**src/rtl/serdesphy_pma_pwr_seq_if.sv**
```systemverilog
// PMA control/status bundle between the power sequencer and the analog PMA / PCS layer.
// master = sequencer side, slave = PMA/PCS side.
interface serdesphy_pma_pwr_seq_if;
  logic       phy_en;
  logic       pll_lock_raw;
  logic       pll_vco_ok;
  logic       pll_cp_ok;
  logic       serializer_ready;
  logic       deserializer_ready;
  logic       analog_iso_n;
  logic       analog_reset_n;
  logic       pll_iso_n;
  logic       pll_enable;
  logic       pll_reset_n;
  logic       serializer_enable;
  logic       serializer_reset_n;
  logic       deserializer_enable;
  logic       deserializer_reset_n;
  logic       phy_ready;
  logic       pll_locked;
  logic       lock_lost;
  logic       seq_error;
  logic [3:0] seq_state;

  modport master (
    input  phy_en, pll_lock_raw, pll_vco_ok, pll_cp_ok, serializer_ready, deserializer_ready,
    output analog_iso_n, analog_reset_n, pll_iso_n, pll_enable, pll_reset_n,
           serializer_enable, serializer_reset_n, deserializer_enable, deserializer_reset_n,
           phy_ready, pll_locked, lock_lost, seq_error, seq_state
  );

  modport slave (
    output phy_en, pll_lock_raw, pll_vco_ok, pll_cp_ok, serializer_ready, deserializer_ready,
    input  analog_iso_n, analog_reset_n, pll_iso_n, pll_enable, pll_reset_n,
           serializer_enable, serializer_reset_n, deserializer_enable, deserializer_reset_n,
           phy_ready, pll_locked, lock_lost, seq_error, seq_state
  );
endinterface

```
**src/rtl/serdesphy_pma_pwr_seq.sv**
```systemverilog
// SerDes PMA power-up sequencer: isolation/reset release, PLL lock qualification, datapath
// bring-up, lock-loss relock and error reporting. All outputs are registered.
module serdesphy_pma_pwr_seq #(
  parameter int unsigned ISO_WAIT     = 24,
  parameter int unsigned RST_WAIT     = 48,
  parameter int unsigned LOCK_STABLE  = 16,
  parameter int unsigned LOCK_TIMEOUT = 2400,
  parameter int unsigned MAX_RELOCK   = 3,
  parameter int unsigned CNT_W        = 12
) (
  input logic                    clk_ref_24m,
  input logic                    rst,
  serdesphy_pma_pwr_seq_if.master pma_io
);

  localparam int unsigned StW = $clog2(LOCK_STABLE + 1);
  localparam int unsigned RlW = (MAX_RELOCK > 0) ? $clog2(MAX_RELOCK + 1) : 1;

  localparam logic [CNT_W-1:0] IsoLast    = CNT_W'(ISO_WAIT - 1);
  localparam logic [CNT_W-1:0] RstLast    = CNT_W'(RST_WAIT - 1);
  localparam logic [CNT_W-1:0] ToLast     = CNT_W'(LOCK_TIMEOUT - 1);
  localparam logic [StW-1:0]   StableLast = StW'(LOCK_STABLE - 1);
  localparam logic [RlW-1:0]   RlMax      = RlW'(MAX_RELOCK);

  typedef enum logic [3:0] {
    StOff     = 4'd0,
    StIsoRel  = 4'd1,
    StArstRel = 4'd2,
    StPllEn   = 4'd3,
    StPllLock = 4'd4,
    StDpEn    = 4'd5,
    StDpRel   = 4'd6,
    StReady   = 4'd7,
    StError   = 4'd8
  } state_e;

  typedef struct packed {
    logic analog_iso_n;
    logic analog_reset_n;
    logic pll_iso_n;
    logic pll_enable;
    logic pll_reset_n;
    logic pll_locked;
    logic serializer_enable;
    logic serializer_reset_n;
    logic deserializer_enable;
    logic deserializer_reset_n;
    logic phy_ready;
    logic seq_error;
  } outs_t;

  state_e           state_q, state_d;
  logic [CNT_W-1:0] timer_q, timer_d;
  logic [StW-1:0]   stable_q, stable_d;
  logic [RlW-1:0]   relock_q, relock_d;
  logic             lost_q, lost_d;
  outs_t            outs_q, outs_d;
  logic             lock_ok;

  assign lock_ok = pma_io.pll_lock_raw & pma_io.pll_vco_ok & pma_io.pll_cp_ok;

  always_comb begin
    state_d  = state_q;
    timer_d  = timer_q + CNT_W'(1);
    stable_d = stable_q;
    relock_d = relock_q;
    lost_d   = 1'b0;

    case (state_q)
      StOff:     if (pma_io.phy_en) state_d = StIsoRel;
      StIsoRel:  if (timer_q == IsoLast) state_d = StArstRel;
      StArstRel: if (timer_q == RstLast) state_d = StPllEn;
      StPllEn:   if (timer_q == RstLast) state_d = StPllLock;
      StPllLock: begin
        if (lock_ok) begin
          if (stable_q == StableLast) state_d = StDpEn;
          else stable_d = stable_q + StW'(1);
        end else begin
          stable_d = '0;
        end
        // Qualified lock wins over a timeout landing on the same cycle.
        if (state_d == StPllLock && timer_q == ToLast) state_d = StError;
      end
      StDpEn:    if (timer_q == RstLast) state_d = StDpRel;
      StDpRel: begin
        if (pma_io.serializer_ready && pma_io.deserializer_ready) state_d = StReady;
        else if (timer_q == ToLast) state_d = StError;
      end
      StReady: begin
        // Stable counter doubles as the consecutive-loss counter here.
        if (!pma_io.pll_lock_raw) begin
          if (stable_q == StableLast) begin
            lost_d   = 1'b1;
            relock_d = (relock_q == RlMax) ? relock_q : relock_q + RlW'(1);
            state_d  = (relock_q == RlMax) ? StError : StPllEn;
          end else begin
            stable_d = stable_q + StW'(1);
          end
        end else begin
          stable_d = '0;
        end
      end
      StError:   if (!pma_io.phy_en) state_d = StOff;
      default:   state_d = StOff;
    endcase

    if (state_q != StError && !pma_io.phy_en) begin
      state_d = StOff;
      lost_d  = 1'b0;
    end

    if (state_d != state_q) begin
      timer_d  = '0;
      stable_d = '0;
    end
    if (state_d == StOff) relock_d = '0;
  end

  // Moore decode of the next state so outputs change on the edge that enters a state.
  always_comb begin
    outs_d = '0;
    outs_d.analog_iso_n = state_d inside {StIsoRel, StArstRel, StPllEn, StPllLock, StDpEn,
                                          StDpRel, StReady};
    outs_d.pll_iso_n            = outs_d.analog_iso_n;
    outs_d.analog_reset_n       = state_d inside {StArstRel, StPllEn, StPllLock, StDpEn,
                                                  StDpRel, StReady};
    outs_d.pll_enable           = state_d inside {StPllEn, StPllLock, StDpEn, StDpRel, StReady};
    outs_d.pll_reset_n          = state_d inside {StPllLock, StDpEn, StDpRel, StReady};
    outs_d.pll_locked           = state_d inside {StDpEn, StDpRel, StReady};
    outs_d.serializer_enable    = outs_d.pll_locked;
    outs_d.deserializer_enable  = outs_d.pll_locked;
    outs_d.serializer_reset_n   = state_d inside {StDpRel, StReady};
    outs_d.deserializer_reset_n = outs_d.serializer_reset_n;
    outs_d.phy_ready            = (state_d == StReady);
    outs_d.seq_error            = (state_d == StError);
  end

  always_ff @(posedge clk_ref_24m) begin
    if (rst) begin
      state_q  <= StOff;
      timer_q  <= '0;
      stable_q <= '0;
      relock_q <= '0;
      lost_q   <= 1'b0;
      outs_q   <= '0;
    end else begin
      state_q  <= state_d;
      timer_q  <= timer_d;
      stable_q <= stable_d;
      relock_q <= relock_d;
      lost_q   <= lost_d;
      outs_q   <= outs_d;
    end
  end

  assign pma_io.analog_iso_n         = outs_q.analog_iso_n;
  assign pma_io.analog_reset_n       = outs_q.analog_reset_n;
  assign pma_io.pll_iso_n            = outs_q.pll_iso_n;
  assign pma_io.pll_enable           = outs_q.pll_enable;
  assign pma_io.pll_reset_n          = outs_q.pll_reset_n;
  assign pma_io.serializer_enable    = outs_q.serializer_enable;
  assign pma_io.serializer_reset_n   = outs_q.serializer_reset_n;
  assign pma_io.deserializer_enable  = outs_q.deserializer_enable;
  assign pma_io.deserializer_reset_n = outs_q.deserializer_reset_n;
  assign pma_io.phy_ready            = outs_q.phy_ready;
  assign pma_io.pll_locked           = outs_q.pll_locked;
  assign pma_io.seq_error            = outs_q.seq_error;
  assign pma_io.lock_lost            = lost_q;
  assign pma_io.seq_state            = state_q;

endmodule

```
**src/flat_wrapper.sv**
```systemverilog
// flat-port wrapper written by rule: the top's interface ports become plain ports
module serdesphy_pma_pwr_seq_flat 
#(
  parameter int unsigned ISO_WAIT     = 24,
  parameter int unsigned RST_WAIT     = 48,
  parameter int unsigned LOCK_STABLE  = 16,
  parameter int unsigned LOCK_TIMEOUT = 2400,
  parameter int unsigned MAX_RELOCK   = 3,
  parameter int unsigned CNT_W        = 12
)
  (clk_ref_24m, rst, pma_io_phy_en, pma_io_pll_lock_raw, pma_io_pll_vco_ok, pma_io_pll_cp_ok, pma_io_serializer_ready, pma_io_deserializer_ready, pma_io_analog_iso_n, pma_io_analog_reset_n, pma_io_pll_iso_n, pma_io_pll_enable, pma_io_pll_reset_n, pma_io_serializer_enable, pma_io_serializer_reset_n, pma_io_deserializer_enable, pma_io_deserializer_reset_n, pma_io_phy_ready, pma_io_pll_locked, pma_io_lock_lost, pma_io_seq_error, pma_io_seq_state);
  serdesphy_pma_pwr_seq_if pma_io_i ();
  input logic clk_ref_24m;
  input logic rst;
  input wire logic [$bits(pma_io_i.phy_en)-1:0] pma_io_phy_en;
  input wire logic [$bits(pma_io_i.pll_lock_raw)-1:0] pma_io_pll_lock_raw;
  input wire logic [$bits(pma_io_i.pll_vco_ok)-1:0] pma_io_pll_vco_ok;
  input wire logic [$bits(pma_io_i.pll_cp_ok)-1:0] pma_io_pll_cp_ok;
  input wire logic [$bits(pma_io_i.serializer_ready)-1:0] pma_io_serializer_ready;
  input wire logic [$bits(pma_io_i.deserializer_ready)-1:0] pma_io_deserializer_ready;
  output wire logic [$bits(pma_io_i.analog_iso_n)-1:0] pma_io_analog_iso_n;
  output wire logic [$bits(pma_io_i.analog_reset_n)-1:0] pma_io_analog_reset_n;
  output wire logic [$bits(pma_io_i.pll_iso_n)-1:0] pma_io_pll_iso_n;
  output wire logic [$bits(pma_io_i.pll_enable)-1:0] pma_io_pll_enable;
  output wire logic [$bits(pma_io_i.pll_reset_n)-1:0] pma_io_pll_reset_n;
  output wire logic [$bits(pma_io_i.serializer_enable)-1:0] pma_io_serializer_enable;
  output wire logic [$bits(pma_io_i.serializer_reset_n)-1:0] pma_io_serializer_reset_n;
  output wire logic [$bits(pma_io_i.deserializer_enable)-1:0] pma_io_deserializer_enable;
  output wire logic [$bits(pma_io_i.deserializer_reset_n)-1:0] pma_io_deserializer_reset_n;
  output wire logic [$bits(pma_io_i.phy_ready)-1:0] pma_io_phy_ready;
  output wire logic [$bits(pma_io_i.pll_locked)-1:0] pma_io_pll_locked;
  output wire logic [$bits(pma_io_i.lock_lost)-1:0] pma_io_lock_lost;
  output wire logic [$bits(pma_io_i.seq_error)-1:0] pma_io_seq_error;
  output wire logic [$bits(pma_io_i.seq_state)-1:0] pma_io_seq_state;
  assign pma_io_i.phy_en = pma_io_phy_en;
  assign pma_io_i.pll_lock_raw = pma_io_pll_lock_raw;
  assign pma_io_i.pll_vco_ok = pma_io_pll_vco_ok;
  assign pma_io_i.pll_cp_ok = pma_io_pll_cp_ok;
  assign pma_io_i.serializer_ready = pma_io_serializer_ready;
  assign pma_io_i.deserializer_ready = pma_io_deserializer_ready;
  assign pma_io_analog_iso_n = pma_io_i.analog_iso_n;
  assign pma_io_analog_reset_n = pma_io_i.analog_reset_n;
  assign pma_io_pll_iso_n = pma_io_i.pll_iso_n;
  assign pma_io_pll_enable = pma_io_i.pll_enable;
  assign pma_io_pll_reset_n = pma_io_i.pll_reset_n;
  assign pma_io_serializer_enable = pma_io_i.serializer_enable;
  assign pma_io_serializer_reset_n = pma_io_i.serializer_reset_n;
  assign pma_io_deserializer_enable = pma_io_i.deserializer_enable;
  assign pma_io_deserializer_reset_n = pma_io_i.deserializer_reset_n;
  assign pma_io_phy_ready = pma_io_i.phy_ready;
  assign pma_io_pll_locked = pma_io_i.pll_locked;
  assign pma_io_lock_lost = pma_io_i.lock_lost;
  assign pma_io_seq_error = pma_io_i.seq_error;
  assign pma_io_seq_state = pma_io_i.seq_state;
  serdesphy_pma_pwr_seq #(.ISO_WAIT(ISO_WAIT), .RST_WAIT(RST_WAIT), .LOCK_STABLE(LOCK_STABLE), .LOCK_TIMEOUT(LOCK_TIMEOUT), .MAX_RELOCK(MAX_RELOCK), .CNT_W(CNT_W)) u_core (.clk_ref_24m(clk_ref_24m), .rst(rst), .pma_io(pma_io_i));
endmodule
```
**config.mk**
```make
export PLATFORM = sky130hd
export DESIGN_NAME = serdesphy_pma_pwr_seq_flat
export DESIGN_NICKNAME = d
export VERILOG_FILES = /design/src/rtl/serdesphy_pma_pwr_seq_if.sv /design/src/rtl/serdesphy_pma_pwr_seq.sv /design/src/flat_wrapper.sv
export SDC_FILE = /design/constraint.sdc
export NUM_CORES = 1
export LEC_CHECK = 0
export BUFFER_PORTS_ARGS = -buffer_cell sky130_fd_sc_hd__buf_2
export CAP_MARGIN = 20
export CORE_MARGIN = 3
export CORE_UTILIZATION = 25
export CTS_CLUSTER_SIZE = 40
export DETAILED_ROUTE_END_ITERATION = 10
export PLACE_DENSITY = 0.39
export SLEW_MARGIN = 30
export SYNTH_ARGS = -nofsm -noshare
export SYNTH_HDL_FRONTEND = slang
export SYNTH_SLANG_ARGS = --single-unit
```
**constraint.sdc**
```tcl
create_clock -name clk_ref_24m -period 3.28 [get_ports clk_ref_24m]
set_input_delay 0.82 -clock clk_ref_24m [delete_from_list [all_inputs] [get_ports clk_ref_24m]]
set_output_delay 0.82 -clock clk_ref_24m [all_outputs]
set_load 0.02 [all_outputs]
```
==> summary.md <==
| Metric | Value |
|---|---|
| Sequential Area | `between 600 and 700 sq um` |
| Area of the core | `a little under 7000 sq um` |
| Die Wd | `a little over 90 um` |
| Nets | `around 240` |
| Synthesized area | `about 1800 sq um` |
| Num CTS Buffers | `5` |
| Pre-CTS WS | `between 300 and 400 ps` |
| Avg Inst Size Synth | `between 8 and 9 sq um` |
| Critical Path, Cell by Cell | `ha_1 -> nand3b_1 -> or4_4 -> o211a_1 -> nand3b_4 -> a31oi_4 -> nor3_1` |
| Hold Path Class | `reg2reg` |
| Critical-path top delay cell | `or4_4` |
| Multi-input gate area | `between 1000 and 1500 sq um` |
| Std-Cell Rows | `30` |
| Peak Freq | `roughly 380 MHz` |
| Worst Path Arrival | `~2800 ps` |
| Post-CTS Setup Inserts | `0` |
| Syn. warnings | `0` |
| Number of H-tree levels | `2` |
| Pre-Repair DR Iteration Count | `4` |
| Maxcap violations | `0` |
| First-pass GRT wire length | `~7900 um` |
| Remaining global-route overflow | `0` |
| Final WS setup | `around 620 ps` |
| Critical path depth | `7` |
| Pwr dens | `about 370 nW/um^2` |
| Routability cong. | `slightly below 0.8` |
| Resized Gates After CTS | `0` |
| Crit path required time | `~3400 ps` |
| Buf+Inv Stages, Crit Path | `0` |
| TritonCTS clock tree | `built` |
| Post-synth top cells | `32 x dfxtp_1, 25 x nor3_1, 18 x nor2_1` |
| Sink Count | `32` |
| Sequential element share of the synthesized area | `0.357` |
| Status | `completed` |
| Setup TNS Final | `0 ps` |
| Port Buffer Count | `24` |
| Die area | `between 8000 and 9000 sq um` |
| Worst Setup End Kind | `flip-flop` |
| Dominant cell type by area after synthesis | `dfxtp_1` |
| Net Count, Synth | `around 220` |
| CTS Buffer Depth | `2` |
| DRT Wirelength | `approximately 4500 um` |
| Util after Layout | `0.300` |
| ANT nets after route | `0` |
| Antenna Cells | `0` |
| CP peak stage delay | `around 600 ps` |
| Cell family with most CP delay | `simple AND/OR/NAND/NOR gates` |
| Final setup vio count | `0` |
| Fin crit share | `0.812` |
| Max Clock Skew | `between 6 and 7 ps` |
| Worst-margin pin slew | `~550 ps` |
| Starting Density | `0.261` |
| Number of synthesized flops with an enable pin | `0` |
| Hold Path Cell Cnt | `1` |
| Ports | `25` |
| VDD IR max | `between 0.0001 and 0.00015 V` |
| Root Buffer | `clkbuf_8` |
| Slew headroom | `0.631` |
| Crit path max fanout | `17` |
| Most common cell in the netlist | `dfxtp_1` |
| Synth Instances | `between 200 and 250` |
| P&R area growth vs syn | `14.9%` |
| Top area cells in the synthesized netlist | `dfxtp_1 36%, nor3_1 7.0%, nor2_1 3.8%` |
| Hpwl dp | `between 3000 and 4000 um` |
| RSZ-0062 raised after global routing | `false` |
| Pins Over Slew Limit | `0` |
| Initial antenna violation count | `0` |
| Vias | `approximately 1,600` |
| Flops & latches, synth | `32` |
| Clk pin slew, worst setup/hold paths | `around 70 ps` |
| Setup Crit Path Kind | `reg2reg` |
| Worst reg2reg path depth | `7` |
| Cts hold-fix bufs | `0` |
| Startpoint type of the worst setup path | `flip-flop` |
| Main synth FF type | `dfxtp_1` |
| Pin count of the biggest net entering global routing | `18` |
| Pleak | `0.000764 uW` |
| Ys async rst share | `0` |
| Share of cells above drive strength 1 | `0.197` |
| Clock latency on the worst-skew pair | `between 200 and 300 ps` |
| Top-area cell type share of the netlist area | `0.357` |
| Vias per cell | `around 5` |
| Tmin final | `around 2700 ps` |
| Post-DR wirelength/cell | `about 14 um` |
| GRT Util Overall | `0.118` |
| Initial DRC Count | `98` |
| Final Hold Vio Count | `0` |
| Die Ht | `90.7 um` |
| Fillers | `roughly 760` |
| Vias in the first global route | `around 1,600` |
| Synth unique cells | `between 50 and 60` |
| Drt drc | `0` |
per-stage QoR:
stage | cells | cell area [sq um] | total power, uW | hold slack [ps]
6_report | 324 | 2060 | 756 | 453
3_5_place_dp | 316 | 1970 | 447 | 448
3_3_place_gp | 316 | 1970 | 446 | 446
5_1_grt | 324 | 2060 | 790 | 498
2_1_floorplan | 210 | 1800 | 432 | 423
4_1_cts | 324 | 2060 | 773 | 459
metal layers:
layer  global-route usage  part of all wire  up-vias  wire length, um
met5                    0                 0        -                0
met1                0.150              0.48      746             2140
met3               0.0275             0.029        7              128
met2                0.194              0.48       18             2140
met4               0.0459             0.019        0               84
li1                     -                 -      810                -
state kept, by name (all words and copies together), names as in the netlist:
name	flops
u_core.pma_io.pll_reset_n	1
u_core.pma_io.analog_reset_n	1
u_core.pma_io.pll_locked	1
u_core.pma_io.serializer_reset_n	1
u_core.pma_io.seq_error	1
u_core.stable_q	5
u_core.pma_io.seq_state	4
u_core.relock_q	2
u_core.pma_io.phy_ready	1
u_core.timer_q	12
u_core.pma_io.pll_enable	1
u_core.pma_io.lock_lost	1
u_core.pma_io.analog_iso_n	1
power by group:
part	total, uW	switching (uW)	internal [uW]
clock	319	148	170
sequential	397	4.50	392
combinational	40.5	25.5	15.0
placed cells by master (no fill, tap or decap), types with 3 or more instances in the layout:
master     n
nand2_1    7
nand3_1   11
xnor2_1    5
inv_1      4
ha_1       3
nor2_1    18
or2_2      3
nand3b_1   3
nor2b_1    3
a21o_1     5
o21ai_0    8
buf_2     24
xor2_1     6
nor3_1    25
a21oi_1   11
clkbuf_8   6
dfxtp_1   32
nand4_1    3
path summary, 6_finish.rpt:
| kind | start | slack, ps | to |
|---|---|---|---|
| worst max-delay path | u_core.timer_q[0] | 620 | u_core.timer_q[11] |
| worst min-delay path | u_core.timer_q[0] | 450 | u_core.timer_q[0] |
| worst max register to register | u_core.timer_q[0] | 620 | u_core.timer_q[11] |
| worst min register to register | u_core.timer_q[0] | 450 | u_core.timer_q[0] |
logic make-up after synthesis:
kind of cell               synth area share
and+or+nand+nor                       0.298
AOI/OAI and AO/OA                     0.199
DFF                                   0.357
buffers and inverters                0.0537
xor gates and xnor gates             0.0537
muxes                                0.0174
adders and majority gates            0.0209
layout make-up:
type                    instances  share of cell area
clock buffers                   7              0.0418
clock inverters                 1             0.00364
inverters                       4             0.00728
multi-input cells             158               0.513
flip-flops and latches         32               0.310
well taps                      96              0.0582
repair buffers                 26              0.0655
Note: power is estimated with default switching activity, not from simulation.
